`src/rtl/mips_fetch_pkg.sv`:
```
// Shared types and constants for the MIPS fetch unit.
// State encoding plus PC step sizes for word and byte addressing.
package mips_fetch_pkg;

    typedef enum logic [1:0] {
        S_RST   = 2'd0,
        S_FETCH = 2'd1,
        S_ISSUE = 2'd2
    } state_t;

    localparam int unsigned STEP_WORD = 1;
    localparam int unsigned STEP_BYTE = 4;

    function automatic int unsigned pc_step(input bit byte_addr);
        return byte_addr ? STEP_BYTE : STEP_WORD;
    endfunction

endpackage

```
`src/rtl/mips_next_pc.sv`:
```
// Combinational next-PC selection: jr > jump > taken branch > sequential.
// All arithmetic wraps modulo 2^ADDR_W.
module mips_next_pc
    import mips_fetch_pkg::*;
#(
    parameter int ADDR_W    = 32,
    parameter bit BYTE_ADDR = 1'b0
) (
    input  logic [ADDR_W-1:0] i_pc,
    input  logic              i_branch,
    input  logic              i_bneq,
    input  logic              i_zero,
    input  logic              i_jump,
    input  logic              i_jr,
    input  logic [31:0]       i_imm,
    input  logic [ADDR_W-1:0] i_jr_target,
    input  logic [25:0]       i_j_index,
    output logic [ADDR_W-1:0] o_seq,
    output logic [ADDR_W-1:0] o_next_pc
);

    localparam logic [ADDR_W-1:0] STEP =
        ADDR_W'(pc_step(BYTE_ADDR));
    localparam logic [ADDR_W-1:0] HI_MASK =
        ~ADDR_W'(28'hFFF_FFFF);

    logic [ADDR_W-1:0] w_off;
    logic [ADDR_W-1:0] w_br;
    logic [ADDR_W-1:0] w_jmp;
    logic [ADDR_W-1:0] w_jr_tgt;
    logic              w_taken;
    logic              w_sel_jr;
    logic              w_sel_j;
    logic              w_sel_br;

    assign o_seq    = i_pc + STEP;
    assign w_off    = BYTE_ADDR ? (ADDR_W'($signed(i_imm)) << 2)
                                : ADDR_W'($signed(i_imm));
    assign w_br     = o_seq + w_off;
    assign w_jmp    = BYTE_ADDR
                    ? ((o_seq & HI_MASK) | (ADDR_W'(i_j_index) << 2))
                    : ADDR_W'(i_j_index);
    assign w_jr_tgt = BYTE_ADDR ? (i_jr_target & ~ADDR_W'(3))
                                : i_jr_target;
    assign w_taken  = i_branch & (i_zero ^ i_bneq);

    // Qualified selects are one-hot so the priority order is explicit.
    assign w_sel_jr = i_jr;
    assign w_sel_j  = i_jump & ~i_jr;
    assign w_sel_br = w_taken & ~i_jump & ~i_jr;

    always_comb begin
        o_next_pc = o_seq;
        unique case (1'b1)
            w_sel_jr: o_next_pc = w_jr_tgt;
            w_sel_j:  o_next_pc = w_jmp;
            w_sel_br: o_next_pc = w_br;
            default:  o_next_pc = o_seq;
        endcase
    end

endmodule

```
`src/rtl/mips_fetch_unit.sv`:
```
// Instruction fetch unit: requests one word, holds it for the core,
// then advances the PC by the selected next-PC rule on consume.
module mips_fetch_unit
    import mips_fetch_pkg::*;
#(
    parameter int              ADDR_W    = 32,
    parameter bit              BYTE_ADDR = 1'b0,
    parameter logic [ADDR_W-1:0] RESET_VEC = '0,
    parameter int              CNT_W     = 32
) (
    input  logic              clock,
    input  logic              reset_n,
    output logic              imem_req,
    output logic [ADDR_W-1:0] imem_addr,
    input  logic              imem_ack,
    input  logic [31:0]       imem_rdata,
    output logic              inst_valid,
    output logic [31:0]       inst,
    output logic [ADDR_W-1:0] inst_pc,
    input  logic              inst_ready,
    input  logic              branch,
    input  logic              bneq,
    input  logic              zero,
    input  logic              jump,
    input  logic              jr,
    input  logic [31:0]       imm,
    input  logic [ADDR_W-1:0] jr_target,
    input  logic [25:0]       j_index,
    output logic [ADDR_W-1:0] link_addr,
    output logic [CNT_W-1:0]  retired
);

    state_t            r_state;
    logic [ADDR_W-1:0] r_pc;
    logic [ADDR_W-1:0] r_inst_pc;
    logic [31:0]       r_inst;
    logic [CNT_W-1:0]  r_retired;
    logic              r_req;
    logic              r_valid;
    logic [ADDR_W-1:0] w_seq;
    logic [ADDR_W-1:0] w_next_pc;

    mips_next_pc #(
        .ADDR_W    (ADDR_W),
        .BYTE_ADDR (BYTE_ADDR)
    ) u_next_pc (
        .i_pc        (r_inst_pc),
        .i_branch    (branch),
        .i_bneq      (bneq),
        .i_zero      (zero),
        .i_jump      (jump),
        .i_jr        (jr),
        .i_imm       (imm),
        .i_jr_target (jr_target),
        .i_j_index   (j_index),
        .o_seq       (w_seq),
        .o_next_pc   (w_next_pc)
    );

    always_ff @(posedge clock) begin
        if (!reset_n) begin
            r_state   <= S_RST;
            r_pc      <= RESET_VEC;
            r_inst    <= '0;
            r_inst_pc <= RESET_VEC;
            r_retired <= '0;
            r_req     <= 1'b0;
            r_valid   <= 1'b0;
        end else begin
            unique case (r_state)
                S_RST: begin
                    r_state <= S_FETCH;
                    r_req   <= 1'b1;
                end
                S_FETCH: begin
                    if (imem_ack) begin
                        r_inst    <= imem_rdata;
                        r_inst_pc <= r_pc;
                        r_req     <= 1'b0;
                        r_valid   <= 1'b1;
                        r_state   <= S_ISSUE;
                    end
                end
                S_ISSUE: begin
                    if (inst_ready) begin
                        r_pc      <= w_next_pc;
                        r_retired <= r_retired + CNT_W'(1);
                        r_valid   <= 1'b0;
                        r_req     <= 1'b1;
                        r_state   <= S_FETCH;
                    end
                end
                default: begin
                    r_state <= S_RST;
                    r_req   <= 1'b0;
                    r_valid <= 1'b0;
                end
            endcase
        end
    end

    assign imem_req   = r_req;
    assign imem_addr  = r_pc;
    assign inst_valid = r_valid;
    assign inst       = r_inst;
    assign inst_pc    = r_inst_pc;
    assign link_addr  = w_seq;
    assign retired    = r_retired;

endmodule

```
`config.mk`:
```
export PLATFORM = sky130hd
export DESIGN_NAME = mips_fetch_unit
export DESIGN_NICKNAME = d
export VERILOG_FILES = /design/src/rtl/mips_fetch_pkg.sv /design/src/rtl/mips_next_pc.sv /design/src/rtl/mips_fetch_unit.sv
export SDC_FILE = /design/constraint.sdc
export NUM_CORES = 1
export LEC_CHECK = 0
export ABC_AREA = 0
export CORE_MARGIN = 8
export CORE_UTILIZATION = 46
export DETAILED_ROUTE_END_ITERATION = 12
export GPL_ROUTABILITY_DRIVEN = 1
export PLACE_DENSITY = 0.89
export SYNTH_ARGS = -nofsm -noshare
export SYNTH_HDL_FRONTEND = slang
export SYNTH_SLANG_ARGS = --single-unit
```
`constraint.sdc`:
```
create_clock -name clock -period 3.85 [get_ports clock]
set_input_delay 0.9625 -clock clock [delete_from_list [all_inputs] [get_ports clock]]
set_output_delay 0.9625 -clock clock [all_outputs]
set_load 0.01 [all_outputs]
```
==> impl_metrics.tcl, run 1 <==
set metrics [dict create \
    fin_skew_ns 0.01118 \
    floorplan.initialDensity_pct 46.81 \
    rows 48 \
    coreArea_um2 17180 \
    start_kind "register" \
    critPathCaptureType "output port" \
    dieArea_um2 21960 \
    vias 8873 \
    synth_edf_count 0 \
    yosys.area.top_type "dfxtp_1" \
    antenna_cells 0 \
    synth_area_um2 8040 \
    drt-met1-wl_mm 12.19 \
    pre_cts_ws_ns -0.06116 \
    drc_errors 0 \
    setup_violations 0 \
    clk_latency_ns 0.42 \
    fmax_ghz 0.2685 \
    grt_overflow_total 0 \
    ant_nets 0 \
    first_pass_iters 5 \
    setup_tns_ns 0 \
    synth.distinct_cells 72 \
    routed-wl-met2_mm 15.11 \
    status "finished clean" \
    syn_nets 1147 \
    netlist.area_leader.share_pct 32.62 \
    synthTopCellsByCount "nand2_1 (182), dfxtp_1 (131), a21boi_0 (72), xnor2_1 (55), o21ai_0 (51)" \
    num_io_pins 293 \
    grt_usage_pct 27.15 \
    arrival_ns 2.76 \
    die_w_um 148.2 \
    crit_required_ns 2.89 \
    power_mw 3.706 \
    place_hpwl_mm 23.19 \
    vias_per_cell 5.857 \
    yosysWarnings 0 \
    routedWlPerCell_um 20.63 \
    area_growth_pct 49.18 \
    period_share_pct 96.73 \
    grt_max_degree 76 \
    syn_avg_cell_area_um2 8.213 \
    htree_levels 4 \
    ys_seq_area_share_pct 32.62 \
    holdPathStages 2 \
    slew_headroom_pct 50.23 \
    drive_above_1_share_pct 9.147 \
    fin_crit_ns 3.724 \
    clockRootBuffer "clkbuf_16" \
    p_per_area_nw_per_um2 309.0 \
    hold_buffers 0 \
    hold_path_class "register to register" \
    drtIter0Drc 517 \
    synth_seq_cells 131 \
    grt_pass1_vias 8888 \
    critPathKind "register to output port" \
    p_leak_nw 4.684 \
    num-nets-final 1445 \
    cts_buffers 17 \
    cts_tree "built" \
    reg2reg_depth 14 \
    ir_drop_uv 286.0 \
    maxSlewViolCount 0 \
    clk_path_buf_depth 2 \
    async_flop_share_pct 0 \
    ys.flop_type "dfxtp_1" \
    routabilityCongestion 0.9086 \
    highest_layer "met4" \
    worst_slack_ns 0.1260 \
    finalHoldViolCount 0 \
    grt_pass1_wl_mm 47.64 \
    drv_cap 0 \
    wl_met3_mm 2.746 \
    die_h_um 148.2 \
    antenna_found_initial 0 \
    crit_fanout 5 \
    synth_cells 979 \
    worstMarginPinSlew_ns 0.7466 \
    path_clk_slew_ns 0.07 \
    port_buffers 292 \
    clkSinkCount 131 \
    ys_top_cells_by_area "dfxtp_1 (33%), nand2_1 (8.5%), a21boi_0 (6.7%)" \
    synth.most_common_cell "nand2_1" \
    wl_mm 31.26 \
]
-- through the flow --
stage	instance area (um^2)	util (%)	hold WS [ns]	instances
CTS	11880	69.14	0.4649	1510
global placement	11230	65.40	0.4487	1478
global route	11990	69.83	0.4835	1515
detailed placement	11230	65.40	0.4564	1478
finish	11990	69.83	0.4616	1515
floorplan	8040	-	0.4876	979
-- placed cells by master, fill, tap and decap left out, types with 13 or more instances in the layout --
cell,instances
clkdlybuf4s50_1,288
nand2_1,182
dfxtp_1,129
a21boi_0,72
o21ai_0,51
xnor2_1,50
a21oi_1,44
buf_4,41
nor2_1,39
ha_1,33
and2_1,29
nand3_1,26
a221oi_1,25
xor2_1,24
nand4_1,19
clkbuf_16,17
a21o_1,15
a221o_1,13
-- cell type report --
| type | instances | area [um^2] |
|---|---|---|
| flip-flops and latches | 131 | 2625 |
| clock inverters | 15 | 216.5 |
| fillers | 1366 | 5182 |
| multi-input cells | 784 | 5167 |
| clock buffers | 17 | 425.4 |
| well taps | 225 | 281.5 |
| inverters | 10 | 37.54 |
| repair buffers | 333 | 3241 |
-- layer usage --
metal | GRT usage, % | up-vias
met1 | 30.63 | 4195
met4 | 12.60 | 0
li1 | - | 4123
met2 | 46.60 | 451
met5 | 0 | -
met3 | 7.688 | 104
-- cells by family after synthesis --
| kind of cell | count (synthesis) | share of synthesized area [%] |
|---|---|---|
| buffers and inverters | 64 | 4.217 |
| adders and majority gates | 37 | 5.851 |
| and+or+nand+nor | 367 | 22.14 |
| AOI/OAI and AO/OA | 300 | 26.44 |
| xor gates and xnor gates | 79 | 8.606 |
| DFF | 131 | 32.62 |
| muxes | 1 | 0.1245 |
-- repair_timing --
action	CTS	global route
endpoints found under the setup margin	0	20
buffers inserted	0	5
gates resized for setup	0	20
-- registers in the layout (all words and copies together), names as in the netlist --
signal,cells
inst,32
inst_pc,32
imem_addr,32
inst_valid,1
retired,32
r_state,2
-- where the power goes --
group          internal [mW]  switching, mW  leakage [nW]  total (mW)
Clock                   1.11          0.689         0.319        1.80
Sequential              1.39         0.0232          1.06        1.41
Combinational          0.260          0.241          3.30       0.501
Total                   2.75          0.953          4.68        3.71
-- worst max-delay path, cell delays in order (launching register included) --
cell and delay (ns):
dfxtp_1 0.39, nand4_1 0.11, buf_4 0.18, nor3_4 0.30
buf_4 0.18, nand3_1 0.14, nor2_1 0.17, xor2_1 0.27
clkdlybuf4s50_1 0.59
-- worst paths after layout --
| path | startpoint | end | slack [ns] |
|---|---|---|---|
| max | inst_pc[1] | link_addr[29] | 0.13 |
| min | inst[3] | inst[3] | 0.46 |
| max reg2reg | inst_pc[1] | imem_addr[30] | 0.16 |
| min reg2reg | inst[3] | inst[3] | 0.46 |
Note: power is estimated with default switching activity, not from simulation.
==> run 2, diff against run 1 <==
ABC_AREA = 1   (was 0)
CORE_UTILIZATION = 47   (was 46)
==> run 2 against run 1 <==
  * Clock skew is 0.0022 ns higher
  * Worst hold slack better by 0.018 ns
  * Cell area is 3.5% higher
  * Utilization is 0.73 points lower
  * Critical path depth is 4 higher
  * Synthesized cell count is 37% higher
  * Die area is 4.2% higher
  * Total power is 10% higher
  * Sequential cell count stayed put
  * Non-clock buffer count is 28 lower
  * Via count is 18% higher
  * Synthesized area is 7.0% higher
  * Largest power group unchanged
==> impl_metrics.tcl, run 2 <==
set metrics [dict create \
    synth.most_common_cell "nand2_1" \
    r2r_end "imem_addr[27]" \
    antenna_found_initial 0 \
    synth_adder_area_share_pct 5.468 \
    worstMarginPinSlew_ns 0.8344 \
    vias_per_cell 5.655 \
    netlist.area_leader.share_pct 30.48 \
    synthTopCellsByCount "nand2_1 (288), nor2_1 (188), inv_1 (143), dfxtp_1 (131), o21ai_0 (129)" \
    critPathKind "register to output port" \
    drv_cap 0 \
    antenna_cells 0 \
    cts_buffers 17 \
    hold_buffers 0 \
    num-nets-final 1783 \
    synth.distinct_cells 48 \
    hold_end "retired[8]" \
    async_flop_share_pct 0 \
    ys_seq_area_share_pct 30.48 \
    rsz0062_at_grt "true" \
    clkSinkCount 131 \
    grt_usage_pct 30.94 \
    port_buffers 292 \
    fmax_ghz 0.2676 \
    hp-start "retired[8]" \
    regToRegStartpoint "inst_pc[0]" \
    place_hpwl_mm 27.89 \
    synthXorXnorAreaFrac_pct 3.258 \
    reg2reg_depth 22 \
    clk_path_buf_depth 2 \
    drtIter0Drc 967 \
    synth_area_um2 8603 \
    rrSetupSlack_ns 0.31 \
    vias 10490 \
    grt_overflow_total 0 \
    critPathCaptureType "output port" \
    crit_required_ns 2.89 \
    period_share_pct 97.06 \
    power_mw 4.092 \
    setup_tns_ns 0 \
    final_common_cell "clkdlybuf4s50_1" \
    drive_above_1_share_pct 6.027 \
    die_w_um 151.3 \
    die_h_um 151.3 \
    synth_cells 1337 \
    grt_max_degree 96 \
    floorplan.initialDensity_pct 47.89 \
    holdPathStages 2 \
    fin_cells 1855 \
    wl_mm 36.09 \
    crit_fanout 4 \
    status "finished clean" \
    num_io_pins 293 \
    synth_seq_cells 131 \
    stdcell_area_um2 12410 \
    syn_avg_cell_area_um2 6.435 \
    hold_path_class "register to register" \
    p_leak_nw 5.227 \
    synth_top_family_by_area "simple AND/OR/NAND/NOR gates" \
    fin_crit_ns 3.737 \
    cp-startpoint "inst_pc[0]" \
    synth-simple-area-share_pct 33.00 \
    maxSlewViolCount 0 \
    synth_edf_count 0 \
    yosysWarnings 0 \
    placed_area_um2 11740 \
    start_kind "register" \
    dpl.cell_count 1825 \
    ys_top_cells_by_area "dfxtp_1 (30%), nand2_1 (13%), nor2_1 (8.2%)" \
    ir_drop_uv 339.3 \
    ant_nets 0 \
    ys.flop_type "dfxtp_1" \
    final_cell_mix "clkdlybuf4s50_1 (291), nand2_1 (288), nor2_1 (187)" \
    clockRootBuffer "clkbuf_16" \
    grt_pass1_vias 10210 \
    rows 49 \
    synth-compound-area-share_pct 19.10 \
    coreArea_um2 17960 \
    routedWlPerCell_um 19.45 \
    nFillCells 1565 \
    yosys.area.top_type "dfxtp_1" \
    htree_levels 4 \
    path_clk_slew_ns 0.06 \
    finalHoldViolCount 0 \
    fin_skew_ns 0.01334 \
    first_pass_iters 6 \
    synthMuxAreaShare_pct 0 \
    routabilityCongestion 0.9913 \
    arrival_ns 2.77 \
    slew_headroom_pct 44.29 \
    syn_nets 1505 \
    clk_latency_ns 0.43 \
    area_growth_pct 44.27 \
    grt_pass1_wl_mm 55.21 \
    p_per_area_nw_per_um2 329.7 \
    cts_tree "built" \
    setup_violations 0 \
    dieArea_um2 22890 \
    drc_errors 0 \
]
run 2: worst max-delay path by stage:
stage / to / slack [ns] / cells after the start
after global placement: imem_addr[27] / 0.22 / 22
after detailed placement: imem_addr[27] / 0.08 / 22
after floorplan: imem_addr[21] / 0.87 / 17
after CTS: link_addr[26] / 0.03 / 12
after global routing: link_addr[26] / -0.03 / 12
final: link_addr[26] / 0.11 / 12
run 2: cell type report:
| type | instances | area [um^2] | area share, % |
|---|---|---|---|
| Multi-Input combinational cell | 1008 | 5296 | 42.67 |
| Sequential cell | 131 | 2624 | 21.14 |
| Inverter | 152 | 570.5 | 4.597 |
| Clock inverter | 11 | 153.9 | 1.240 |
| Timing Repair Buffer | 305 | 3028 | 24.40 |
| Clock buffer | 19 | 452.9 | 3.649 |
| Tap cell | 229 | 286.5 | 2.308 |
run 2: critical path, stage by stage, from the launching register on:
cell and delay, ns:
dfxtp_1 0.40, ha_4 0.19, nand3_2 0.15, nor2_2 0.17
inv_2 0.11, nor2_4 0.15, nand3_2 0.13, inv_2 0.09
nand2_1 0.05, nand2_1 0.07, nand2_1 0.09, inv_1 0.18
clkdlybuf4s50_1 0.57
run 2: cells by family (layout without fill, tap and decap cells):
logic type	after synthesis	after routing
buffers and inverters	198	487
flip-flops	131	131
AO/OA/AOI/OAI	297	297
AND/OR/NAND/NOR	642	642
adder cells (fa/ha/maj)	37	37
XOR/XNOR	32	32
run 2: stage by stage:
stage	util, %	setup WS [ns]	hold slack, ns
finish	69.10	0.1134	0.4792
global route	69.10	-0.02594	0.4959
CTS	68.79	0.02619	0.4799
detailed placement	65.37	0.08118	0.4707
global placement	65.37	0.2195	0.4685
floorplan	-	0.8722	0.4694
run 2: repair_timing:
item / CTS / global route
buffers inserted: 0 / 0
endpoints found under the setup margin: 2 / 8
resized for setup: 2 / 9
run 2: per-layer routing:
layer	share of wire (%)	vias to the layer above	global-route usage [%]
met5	0	-	0
met4	4.4	0	15.88
met3	10	107	9.053
met2	45	566	48.69
met1	40	4833	37.67
li1	-	4984	-
run 2: where the power goes:
| group | switching [mW] | internal (mW) | total, mW |
|---|---|---|---|
| clock network | 0.651 | 1.05 | 1.70 |
| logic | 0.497 | 0.413 | 0.910 |
| registers | 0.0656 | 1.42 | 1.48 |
